<file path="src/rtl/ptw_axi_arbiter.sv">
// ptw_axi_arbiter: serialises ITLB/DTLB PTE reads onto one AXI read channel with round-robin
// priority and routes each returned PTE back to its requester.
module ptw_axi_arbiter #(
    parameter int ADDR_WIDTH = 64,
    parameter int DATA_WIDTH = 64
) (
    input  logic                  CLK,
    input  logic                  RST,
    input  logic                  I_ADDR_VALID,
    input  logic [ADDR_WIDTH-1:0] I_ADDR,
    output logic                  I_DATA_VALID,
    output logic [DATA_WIDTH-1:0] I_DATA,
    output logic                  I_ACCESS_ERR,
    input  logic                  D_ADDR_VALID,
    input  logic [ADDR_WIDTH-1:0] D_ADDR,
    output logic                  D_DATA_VALID,
    output logic [DATA_WIDTH-1:0] D_DATA,
    output logic                  D_ACCESS_ERR,
    output logic                  M_ARVALID,
    input  logic                  M_ARREADY,
    output logic [ADDR_WIDTH-1:0] M_ARADDR,
    output logic [7:0]            M_ARLEN,
    output logic [2:0]            M_ARSIZE,
    output logic [1:0]            M_ARBURST,
    output logic [2:0]            M_ARPROT,
    input  logic                  M_RVALID,
    output logic                  M_RREADY,
    input  logic [DATA_WIDTH-1:0] M_RDATA,
    input  logic [1:0]            M_RRESP,
    input  logic                  M_RLAST
);
    localparam logic [1:0] IDLE = 2'd0, AR = 2'd1, R = 2'd2, RET = 2'd3;
    logic [1:0] state_q, state_d;
    // 1 selects the DTLB; last_q remembers the winner of the last contested arbitration
    logic gnt_q, gnt_d, last_q, last_d;
    logic i_pend_q, i_pend_d, d_pend_q, d_pend_d;
    logic [ADDR_WIDTH-1:0] i_addr_q, i_addr_d, d_addr_q, d_addr_d;
    logic [DATA_WIDTH-1:0] data_q, data_d;
    logic err_q, err_d;
    logic in_flight, i_acc, d_acc, i_req, d_req, tie, pick, grant, ar_hs, r_hs;
    logic unused;

    assign M_ARLEN   = 8'd0;
    assign M_ARSIZE  = 3'b011;
    assign M_ARBURST = 2'b01;
    assign M_ARPROT  = 3'b001;
    assign unused    = ^{M_RLAST, M_RRESP[0], I_ADDR[2:0], D_ADDR[2:0]};

    always_comb begin
        in_flight = state_q == AR || state_q == R;
        i_acc     = I_ADDR_VALID && !i_pend_q && !(in_flight && !gnt_q);
        d_acc     = D_ADDR_VALID && !d_pend_q && !(in_flight && gnt_q);
        i_req     = i_pend_q || i_acc;
        d_req     = d_pend_q || d_acc;
        tie       = i_req && d_req;
        pick      = tie ? !last_q : d_req;
        // Granting from RET lets a waiting request start its AR right after the return pulse
        grant     = (state_q == IDLE || state_q == RET) && (i_req || d_req);
        ar_hs     = state_q == AR && M_ARREADY;
        r_hs      = state_q == R && M_RVALID;
        state_d   = grant ? AR : (state_q == AR) ? (M_ARREADY ? R : AR) :
                    (state_q == R) ? (M_RVALID ? RET : R) : IDLE;
        gnt_d     = grant ? pick : gnt_q;
        last_d    = (grant && tie) ? pick : last_q;
        i_pend_d  = i_acc || (i_pend_q && !(ar_hs && !gnt_q));
        d_pend_d  = d_acc || (d_pend_q && !(ar_hs && gnt_q));
        i_addr_d  = i_acc ? {I_ADDR[ADDR_WIDTH-1:3], 3'b000} : i_addr_q;
        d_addr_d  = d_acc ? {D_ADDR[ADDR_WIDTH-1:3], 3'b000} : d_addr_q;
        data_d    = r_hs ? (M_RRESP[1] ? '0 : M_RDATA) : data_q;
        err_d     = r_hs ? M_RRESP[1] : err_q;
    end

    always_ff @(posedge CLK) begin
        if (RST) begin
            state_q  <= IDLE;
            gnt_q    <= 1'b0;
            last_q   <= 1'b1;
            i_pend_q <= 1'b0;
            d_pend_q <= 1'b0;
            i_addr_q <= '0;
            d_addr_q <= '0;
            data_q   <= '0;
            err_q    <= 1'b0;
        end else begin
            state_q  <= state_d;
            gnt_q    <= gnt_d;
            last_q   <= last_d;
            i_pend_q <= i_pend_d;
            d_pend_q <= d_pend_d;
            i_addr_q <= i_addr_d;
            d_addr_q <= d_addr_d;
            data_q   <= data_d;
            err_q    <= err_d;
        end
    end

    assign M_ARVALID    = state_q == AR;
    assign M_ARADDR     = M_ARVALID ? (gnt_q ? d_addr_q : i_addr_q) : '0;
    assign M_RREADY     = state_q == R;
    assign I_DATA_VALID = state_q == RET && !gnt_q;
    assign D_DATA_VALID = state_q == RET && gnt_q;
    assign I_DATA       = I_DATA_VALID ? data_q : '0;
    assign D_DATA       = D_DATA_VALID ? data_q : '0;
    assign I_ACCESS_ERR = I_DATA_VALID && err_q;
    assign D_ACCESS_ERR = D_DATA_VALID && err_q;
endmodule
</file>
<file path="config.mk">
export PLATFORM = sky130hd
export DESIGN_NAME = ptw_axi_arbiter
export DESIGN_NICKNAME = d
export VERILOG_FILES = /design/src/rtl/ptw_axi_arbiter.sv
export SDC_FILE = /design/constraint.sdc
export NUM_CORES = 1
export LEC_CHECK = 0
export ABC_AREA = 1
export BUFFER_PORTS_ARGS = -buffer_cell sky130_fd_sc_hd__buf_2
export CAP_MARGIN = 20
export CORE_AREA = 4 4 159 161
export CTS_CLUSTER_DIAMETER = 150
export CTS_CLUSTER_SIZE = 25
export DETAILED_ROUTE_END_ITERATION = 10
export DIE_AREA = 0 0 163 165
export PLACE_DENSITY_LB_ADDON = 0.3
export SYNTH_ARGS = -nofsm -noshare
export SYNTH_HDL_FRONTEND = slang
export SYNTH_SLANG_ARGS = --single-unit
</file>
<file path="constraint.sdc">
create_clock -name CLK -period 1.7 [get_ports CLK]
set_input_delay 0.17 -clock CLK [delete_from_list [all_inputs] [get_ports CLK]]
set_output_delay 0.17 -clock CLK [all_outputs]
set_load 0.02 [all_outputs]
</file>
==> reports/metrics.json, run 1 <==
{
  "gr-total-overflow": 0,
  "tightestPinTransition_ns": 0.609,
  "dp.cells": 1822,
  "p_switching_mw": 5.23,
  "detail_route.wl_per_cell_um": 19.7,
  "path_cells": "buf_6 > ha_4 > nand2_8 > clkbuf_16 > nor2_1 > buf_4",
  "die-area_sq_um": 26900,
  "clock_tree_from_tritoncts": "built",
  "timing.reg2reg.worst_path_depth": 9,
  "internal-power_mw": 9.33,
  "clock_insertion_delay_worst_skew_ns": 0.45,
  "timing.fmax_mhz": 508,
  "synthXorXnorAreaFrac": 0,
  "timing.slew.headroom": 0.594,
  "syn_inst": 1179,
  "clock-sinks": 193,
  "final_antenna_net_count": 0,
  "rsz_0062_raised_after_global_routing": "yes",
  "setup.worst_path.end_class": "output port",
  "worst_setup_path_start_kind": "flip-flop",
  "power_per_cell_area_nw_per_um2": 913,
  "worst_ir_drop_vdd_uv": 707,
  "dieHeight_um": 165,
  "groute.usage.overall": 0.236,
  "synth-simple-area-share": 0.163,
  "max_cap_violations": 0,
  "power.combinational.fraction": 0.348,
  "gp_congestion": 0.813,
  "timing.final.crit_share": 1.16,
  "postLayoutSetupSlackWorst_ns": -0.268,
  "top_ports": 415,
  "placement.cell_area_sq_um": 10900,
  "placement_rows": 57,
  "utilization": 0.665,
  "fillCellCount": 1718,
  "detailedPlace.worstSlack_ns": 0.0965,
  "detailedRoute.firstIterationViolations": 750,
  "finalHoldWorstSlack_ns": 0.00738,
  "synth.cell_area_sq_um": 8770,
  "cts_made_buffers": 17,
  "stdcell_area_sq_um": 15900,
  "cp_data_arrival_time_ns": 1.80,
  "worst_setup_hold_path_clk_slew_ns": 0.08,
  "design.core.area_sq_um": 24000,
  "wl_mm": 39.8,
  "start_util": 0.366,
  "remaining_routing_drc_violations": 0,
  "p_leak_nw": 6.20,
  "report.final.hold_viol_count": 0,
  "dp_hpwl_mm": 19.9,
  "synth-adder-area-share": 0.00428,
  "result_of_the_run": "complete, but fails checks",
  "synth.lib_cells_used.distinct": 26,
  "report.final.setup_viol": 197,
  "clk_path_buf_depth": 2,
  "synthMuxAreaShare": 0,
  "port_buffers": 387,
  "worstPathRequired_ns": 1.53,
  "die_x_um": 163,
  "design_power_total_mw": 14.6,
  "first_pass_grt_wire_length_mm": 50.8,
  "dominant_combinational_cell_family_by_area_after_synthesis": "compound AO/OA/AOI/OAI gates",
  "final_nets": 1887,
  "fin_skew_ns": 0.0121,
  "final-max-slew-violation-count": 0,
  "yosysWarningCount": 0,
  "avgViaCountPerCell": 5.24,
  "final_cell_count_no_fill": 2021,
  "p_clk_frac": 0.298,
  "grt_start_max_net_pins": 73,
  "synth_sequential_area_ratio": 0.441,
  "min_delay_path_depth": 3,
  "min_path_type": "in -> reg",
  "p_seq_frac": 0.354,
  "worst-path-max-fanout": 11,
  "grt_antenna_before_repair": 1,
  "route.vias.total": 10600,
  "fin_setup_tns_ns": -29.03,
  "synth-seq-cells": 193,
  "clock_tree.htree_level_count": 4,
  "clockRootBuffer": "clkbuf_16",
  "layout_cells_sized_above_1": 0.455,
  "cpMaxStageDelayCell": "dfxtp_2",
  "synth_area_per_cell_sq_um": 7.44,
  "detailedRoute.firstPassIterationCount": 5,
  "max_stage_delay_ns": 0.36,
  "first_global_vias": 9738,
  "failed_checks": "negative setup slack",
  "switching_power_share_of_the_total": 0.359,
  "period_minus_slack_ns": 1.97,
  "timing_worst_setup_path_type": "reg -> out",
  "area_growth_pct": 81.8,
  "worst-r2r-setup-slack_ns": 0,
  "synth_compound_area_frac": 0.248
}
-- cells in the mapped netlist --
cell / n / share of area
nor2_1: 196 / 0.084
nand2_1: 76 / 0.033
inv_1: 136 / 0.058
inv_2: 3 / 0.0013
nand2_4: 3 / 0.0039
buf_4: 25 / 0.021
nor2_4: 1 / 0.0013
a211oi_1: 1 / 0.00086
a21oi_1: 158 / 0.090
buf_1: 1 / 0.00043
buf_2: 34 / 0.019
nand4_1: 2 / 0.0014
buf_6: 20 / 0.026
a21boi_0: 1 / 0.00086
nand3_1: 64 / 0.037
o21ai_1: 2 / 0.0011
dfxtp_1: 193 / 0.44
nand2_8: 1 / 0.0023
ha_1: 3 / 0.0043
a22oi_1: 63 / 0.054
nand2_2: 1 / 0.00071
clkbuf_2: 5 / 0.0029
a21oi_2: 31 / 0.031
clkbuf_1: 35 / 0.015
o21ai_0: 122 / 0.070
conb_1: 2 / 0.00086
-- sequential cells by signal, indices dropped and copies added (netlist names) --
| name | cells |
|---|---|
| d_pend_q | 1 |
| gnt_q | 1 |
| i_pend_q | 1 |
| state_q | 2 |
| data_q | 64 |
| d_addr_q | 61 |
| last_q | 1 |
| err_q | 1 |
| i_addr_q | 61 |
-- cells by family (layout without fill, tap and decap cells) --
logic type      after synthesis  count (layout)
compound gates              378             378
simple gates                344             345
buf+inv                     259             758
flops                       193             193
fa+ha+maj                     3               3
other cells                   2              20
-- final timing paths --
kind,start,to
worst max-delay path,state_q[1]$_SDFF_PP0_,I_DATA[39]
worst min register to register,d_addr_q[9]$_SDFFE_PP0P_,d_addr_q[9]$_SDFFE_PP0P_
worst min-delay path,I_ADDR[63],i_addr_q[63]$_SDFFE_PP0P_
worst max register to register,state_q[1]$_SDFF_PP0_,i_addr_q[43]$_SDFFE_PP0P_
-- layer usage --
metal	GRT usage	vias to the layer above	wire [um]
li1	-	4848	-
met5	0	-	13
met2	0.408	621	19900
met3	0.0517	155	3330
met1	0.287	4957	14600
met4	0.0923	2	1920
-- critical path, delay by kind of cell, from the launching register on --
| kind | cells | cell delay [ns] |
|---|---|---|
| buf+inv | 3 | 0.51 |
| flops | 1 | 0.36 |
| simple gates | 2 | 0.30 |
| fa+ha+maj | 1 | 0.19 |
-- power groups by stage --
stage / combinational (mW) / clock, mW / sequential [mW]
2_1_floorplan: 2.06 / 0 / 5.10
3_3_place_gp: 2.90 / 0 / 5.14
3_5_place_dp: 2.93 / 0 / 5.15
4_1_cts: 4.04 / 4.39 / 5.09
5_1_grt: 5.35 / 4.57 / 5.19
6_report: 5.07 / 4.34 / 5.15
-- area by class of cell --
type	instances	area [sq um]	share of cell area
sequential	193	3870	0.243
inverter	139	522	0.0327
tap	324	405	0.0254
clock buffer	17	425	0.0267
clock inverter	15	211	0.0133
multi-input combinational	745	5100	0.320
timing repair buffer	587	5400	0.339
antenna	1	2.50	0.000157
-- placed cells by master (no fill, tap or decap), types with 2 or more instances in the layout --
master and count:
buf_12 19, nor2_4 62, inv_2 4, nand2_1 72, buf_16 12, nand2_4 3
o21ai_0 55, nor2_1 96, inv_1 135, nor2_2 39, nand3_1 64, a22oi_1 63
inv_12 2, nand4_1 2, inv_8 3, clkinv_8 5, o21ai_1 8, o21ai_4 39
buf_4 105, conb_1 19, inv_6 3, a21oi_1 101, a21oi_2 87, buf_6 123
ha_4 3, bufbuf_16 2, buf_2 196, nand2_2 3, o21ai_2 22, clkbuf_16 28
dfxtp_4 2, nand2_8 4, dfxtp_1 190, dlygate4sd3_1 118
-- timing repair --
item	CTS	global route
endpoints found under the setup margin	193	268
gates resized for setup	371	359
hold buffers	118	0
cloned	13	15
setup buffers	11	12
endpoints found under the hold margin	118	0
pin swaps	2	3
Note: power is estimated with default switching activity, not from simulation.
==> run 2: changes to the inputs <==
Settings changed: BUFFER_PORTS_ARGS -buffer_cell sky130_fd_sc_hd__buf_2 to default, DONT_BUFFER_PORTS from default to 1.
==> run 2 against run 1 <==
  * The flow finishes with violations (negative hold slack, negative setup slack)
  * Clock-buffer cell count did not move
  * Highest routed layer is now met4
  * Clock power shrank 3%
  * Sequential share of layout area rose by 6.1 points
  * Critical path type unchanged
==> reports/metrics.json, run 2 (same netlist as run 1, synthesis figures left out) <==
{
  "avgViaCountPerCell": 5.31,
  "route.vias.total": 8701,
  "timing.fmax_mhz": 519,
  "utilization": 0.531,
  "worst_setup_path_start_kind": "flip-flop",
  "power.combinational.fraction": 0.270,
  "clk_path_buf_depth": 2,
  "start_util": 0.366,
  "placement_rows": 57,
  "first_global_vias": 7711,
  "stdcell_area_sq_um": 12700,
  "startpoint": "state_q[1]$_SDFF_PP0_",
  "p_clk_frac": 0.330,
  "clockRootBuffer": "clkbuf_16",
  "failed_checks": "negative hold slack, negative setup slack",
  "layout_cells_sized_above_1": 0.292,
  "grt_start_max_net_pins": 131,
  "detailedRoute.firstPassIterationCount": 5,
  "timing.final.crit_share": 1.13,
  "clock_insertion_delay_worst_skew_ns": 0.43,
  "design.core.area_sq_um": 24000,
  "detail_route.wl_per_cell_um": 20.2,
  "layout.cells.most_common_list": "190 x dfxtp_1, 147 x a21oi_1, 134 x inv_1, 132 x nor2_4, 86 x o21ai_0",
  "clock-sinks": 193,
  "register_with_the_most_flip_flops": "data_q",
  "period_minus_slack_ns": 1.93,
  "fin_setup_tns_ns": -20.21,
  "gp_congestion": 0.779,
  "first_pass_grt_wire_length_mm": 42.7,
  "reg_top3": "data_q: 64 flops, d_addr_q: 61 flops, i_addr_q: 61 flops",
  "dieHeight_um": 165,
  "final_antenna_net_count": 0,
  "cts_made_buffers": 17,
  "report.final.hold_viol_count": 129,
  "postLayoutSetupSlackWorst_ns": -0.227,
  "worst-path-max-fanout": 6,
  "worst_ir_drop_vdd_uv": 533,
  "worstPathRequired_ns": 1.53,
  "holdCritStartpoint": "RST",
  "p_switching_mw": 4.32,
  "area_growth_pct": 45.0,
  "groute.usage.overall": 0.200,
  "worst_setup_hold_path_clk_slew_ns": 0.08,
  "die-area_sq_um": 26900,
  "cp_data_arrival_time_ns": 1.76,
  "min_path_type": "in -> reg",
  "rsz_0062_raised_after_global_routing": "yes",
  "largest_reg_flops": 64,
  "cts_hold_buf": 59,
  "p_seq_frac": 0.400,
  "clock_tree.htree_level_count": 4,
  "gr-total-overflow": 0,
  "detailedPlace.worstSlack_ns": 0.0685,
  "wl_mm": 33.1,
  "finalHoldWorstSlack_ns": -0.172,
  "internal-power_mw": 8.40,
  "remaining_routing_drc_violations": 0,
  "detailedRoute.firstIterationViolations": 753,
  "fillCellCount": 2117,
  "switching_power_share_of_the_total": 0.340,
  "max_cap_violations": 0,
  "mostFrequentLayoutCell": "dfxtp_1",
  "final_nets": 1505,
  "timing_worst_setup_path_type": "reg -> out",
  "top_ports": 415,
  "setup.worst_path.end_class": "output port",
  "timing.rr.start": "state_q[0]$_SDFF_PP0_",
  "p_leak_nw": 4.35,
  "die_x_um": 163,
  "report.final.setup_viol": 193,
  "power_per_cell_area_nw_per_um2": 1000,
  "fin_skew_ns": 0.0153,
  "grt_antenna_before_repair": 2,
  "port_buffers": 0,
  "final-max-slew-violation-count": 0,
  "result_of_the_run": "complete, but fails checks",
  "dp_hpwl_mm": 18.8,
  "placement.cell_area_sq_um": 9510,
  "clock_tree_from_tritoncts": "built",
  "design_power_total_mw": 12.7
}
-- run 2: metrics by stage --
stage                     hold WS (ns)  cells
after global placement           0.254   1510
after global routing            -0.213   1640
after detailed placement         0.255   1510
after CTS                       -0.210   1614
final                           -0.172   1640
after floorplan                  0.313   1196
-- run 2: per-layer routing --
layer | up-vias | part of all wire | global-route usage
li1 | 4097 | - | -
met1 | 4103 | 0.39 | 0.246
met2 | 447 | 0.51 | 0.351
met4 | 0 | 0.025 | 0.0564
met5 | - | 0 | 0
met3 | 54 | 0.077 | 0.0459
-- run 2: worst max-delay path, stage by stage (launching register included) --
cell,delay [ns]
dfxtp_2,0.35
inv_2,0.07
ha_4,0.20
bufbuf_16,0.28
o21ai_0,0.07
a21oi_1,0.18
buf_4,0.18
-- run 2: layout make-up --
class | count | area, sq um | share of cell area
multi-input combinational | 745 | 4920 | 0.387
sequential | 193 | 3870 | 0.304
timing repair buffer | 205 | 2370 | 0.187
inverter | 139 | 528 | 0.0415
clock buffer | 17 | 425 | 0.0335
tap | 324 | 405 | 0.0319
clock inverter | 15 | 186 | 0.0147
antenna | 2 | 5.00 | 0.000394
-- run 2: power groups by stage --
| stage | logic, mW | registers (mW) | clock network, mW |
|---|---|---|---|
| global route | 3.70 | 5.14 | 4.51 |
| CTS | 3.22 | 5.08 | 4.32 |
| global placement | 2.69 | 5.17 | 0 |
| finish | 3.44 | 5.09 | 4.19 |
| detailed placement | 2.70 | 5.18 | 0 |
| floorplan | 2.06 | 5.10 | 0 |
-- run 2: what timing repair did --
action	4_1_cts	5_1_grt
gates resized for setup	155	234
cloned	6	16
endpoints found under the hold margin	188	129
endpoints found under the setup margin	193	217
buffers inserted	7	9
pin swaps	1	10
-- run 2: final timing paths --
kind	end	slack (ns)	depth (start not counted)
max	M_ARADDR[30]	-0.23	6
min	i_addr_q[9]$_SDFFE_PP0P_	-0.17	1
max reg2reg	last_q$_SDFFE_PP1P_	0.11	9
min reg2reg	d_addr_q[5]$_SDFFE_PP0P_	0.45	2
==> run 3: changes to the inputs <==
Settings changed: ABC_AREA 1 to default, CORE_AREA 4 4 159 161 to 4 4 160 162, DIE_AREA 0 0 163 165 to 0 0 164 166.
Clock period 1.7 ns to 1.65 ns, I/O delays scaled along.
==> run 3 against run 2 <==
  * Final cell count down 2.4%
  * Sequential share of layout area down 2.1 points
  * Clock-buffer cell count unchanged
  * First-iteration DRC count down 22%
  * Non-clock buffer count down 27
  * Global-route usage up 2.9 points
  * Largest power group unchanged
  * Hold slack worse by 0.023 ns
  * Clock skew down 0.0042 ns
  * Area after synthesis up 13%
  * The flow still finishes with violations (negative hold slack, negative setup slack)
==> reports/metrics.json, run 3 <==
{
  "max_cap_violations": 0,
  "layout.cells.most_common_list": "190 x a21oi_1, 190 x dfxtp_1, 127 x o21ai_0, 116 x or3b_1, 68 x nand2_1",
  "worst-path-max-fanout": 6,
  "cts_made_buffers": 17,
  "finalHoldWorstSlack_ns": -0.195,
  "clock_tree.htree_level_count": 4,
  "period_minus_slack_ns": 1.93,
  "wl_mm": 34.4,
  "clock_insertion_delay_worst_skew_ns": 0.44,
  "start_util": 0.413,
  "port_buffers": 0,
  "dieHeight_um": 166,
  "dominantRegCellSynth": "dfxtp_1",
  "grt_antenna_before_repair": 16,
  "synth_area_per_cell_sq_um": 8.35,
  "dp_hpwl_mm": 20.4,
  "synthMostInstantiatedCell": "dfxtp_1",
  "area_growth_pct": 37.5,
  "gr-total-overflow": 0,
  "layout_cells_sized_above_1": 0.329,
  "detailedRoute.firstIterationViolations": 590,
  "timing.fmax_mhz": 517,
  "register_with_the_most_flip_flops": "data_q",
  "synthArstFlopShare": 0,
  "first_global_vias": 8153,
  "synthTopCellsByArea": "dfxtp_1 39%, or3b_1 10%, a21oi_1 9.6%",
  "worstPathRequired_ns": 1.48,
  "worst_setup_path_start_kind": "flip-flop",
  "largest_reg_flops": 64,
  "placement.cell_area_sq_um": 10800,
  "netlist_top_cells_count": "193 x dfxtp_1, 190 x a21oi_1, 127 x o21ai_0",
  "fin_skew_ns": 0.0111,
  "report.final.hold_viol_count": 193,
  "first_pass_grt_wire_length_mm": 48.9,
  "combined_area_of_the_multi_input_logic_cells_sq_um": 6450,
  "die-area_sq_um": 27200,
  "failed_checks": "negative hold slack, negative setup slack",
  "cp_data_arrival_time_ns": 1.77,
  "syn_inst": 1191,
  "synth-seq-cells": 193,
  "synth.cell_area_sq_um": 9950,
  "clock-sinks": 193,
  "report.final.setup_viol": 299,
  "design.core.area_sq_um": 24100,
  "detailedRoute.firstPassIterationCount": 5,
  "avgViaCountPerCell": 5.63,
  "reg_top3": "data_q: 64 flops, d_addr_q: 61 flops, i_addr_q: 61 flops",
  "postLayoutSetupSlackWorst_ns": -0.283,
  "sequential_cell_area_sq_um": 3870,
  "fillCellCount": 2062,
  "min_path_type": "in -> reg",
  "stdcell_area_sq_um": 13700,
  "synth_sequential_area_ratio": 0.388,
  "power_per_cell_area_nw_per_um2": 924,
  "remaining_routing_drc_violations": 0,
  "final_nets": 1460,
  "synth_top_area_frac": 0.388,
  "synth_largest_area_cell": "dfxtp_1",
  "final_cell_count_no_fill": 1601,
  "clk_path_buf_depth": 2,
  "synth.lib_cells_used.distinct": 32,
  "setup.worst_path.end_class": "output port",
  "clock_tree_from_tritoncts": "built",
  "detailedPlace.worstSlack_ns": -0.126,
  "rsz_0062_raised_after_global_routing": "yes",
  "yosysWarningCount": 0,
  "clockRootBuffer": "clkbuf_16",
  "detail_route.wl_per_cell_um": 21.5,
  "grt_start_max_net_pins": 194,
  "result_of_the_run": "complete, but fails checks",
  "final_antenna_net_count": 0,
  "timing_worst_setup_path_type": "reg -> out",
  "placement_rows": 57,
  "groute.usage.overall": 0.229,
  "route.vias.total": 9019,
  "dp.cells": 1495,
  "fin_setup_tns_ns": -46.14,
  "die_x_um": 164,
  "worst_setup_hold_path_clk_slew_ns": 0.08,
  "synth-edff-count": 0,
  "final-max-slew-violation-count": 0,
  "gp_congestion": 0.791,
  "timing.final.crit_share": 1.17,
  "worst_ir_drop_vdd_uv": 608,
  "top_ports": 415,
  "p_leak_nw": 4.88
}
[run 3: cell count changes after synthesis, sizes merged, moves of 65 or more]
cell | previous run | this run
clkbuf | 40 | 108
or3b | 0 | 122
nor2 | 197 | 2
and3 | 0 | 65
and2 | 0 | 67
inv | 139 | 3
[run 3: what timing repair did]
action                                 4_1_cts  5_1_grt
setup endpoints to repair                  307      313
endpoints found under the hold margin      193      193
resized for setup                          290      164
pin swaps                                    8        1
setup buffers                               22        8
cloned                                      16        4
[run 3: stage by stage]
step           total power, mW   util
2_1_floorplan             6.74      -
3_3_place_gp              7.31  0.448
3_5_place_dp              7.36  0.448
4_1_cts                   12.3  0.530
5_1_grt                   13.2  0.567
6_report                  12.6  0.567
[run 3: worst paths after layout]
kind                          endpoint               startpoint  depth (start not counted)  slack, ns
max                       M_ARADDR[22]    state_q[1]$_SDFF_PP0_                          8      -0.28
min             data_q[8]$_SDFFE_PP0P_                      RST                          1      -0.20
max reg2reg  i_addr_q[39]$_SDFFE_PP0P_    state_q[0]$_SDFF_PP0_                          7      -0.13
min reg2reg    data_q[19]$_SDFFE_PP0P_  data_q[19]$_SDFFE_PP0P_                          2       0.47
[run 3: final cells by class]
| cell class | instances | area share |
|---|---|---|
| clock buffer | 17 | 0.0311 |
| multi-input combinational | 863 | 0.472 |
| tap | 324 | 0.0296 |
| antenna | 8 | 0.00146 |
| sequential | 193 | 0.283 |
| timing repair buffer | 178 | 0.169 |
| inverter | 3 | 0.000823 |
| clock inverter | 15 | 0.0139 |
[run 3: per-layer routing]
metal	global-route usage	routed length, um	share of wire	up-vias
met4	0.0609	823	0.024	20
met3	0.0757	2870	0.084	60
li1	-	-	-	4266
met1	0.270	13100	0.38	4315
met5	0	122	0.0035	-
met2	0.397	17500	0.51	358
[run 3: worst max-delay path, stage by stage, from the launching register on]
cell and delay (ns):
dfxtp_2 0.34, buf_6 0.11, inv_2 0.04, ha_4 0.17
buf_12 0.14, buf_8 0.13, buf_16 0.14, nor2b_4 0.12
buf_6 0.13
[run 3: logic make-up (layout without fill, tap and decap cells)]
kind of cell / after synthesis / after routing / share of synthesized area
compound gates: 321 / 321 / 0.163
mux: 61 / 61 / 0.0614
other cells: 2 / 27 / 0.000755
xor+xnor: 1 / 1 / 0.000880
fa+ha+maj: 3 / 3 / 0.00377
buf+inv: 152 / 213 / 0.0705
simple gates: 458 / 458 / 0.311
flops: 193 / 193 / 0.388
[run 3: power by group]
group | leakage (nW) | internal, mW | switching (mW)
clock network | 0.293 | 2.07 | 2.23
registers | 1.57 | 4.94 | 0.214
logic | 3.01 | 1.66 | 1.53
total | 4.88 | 8.68 | 3.97
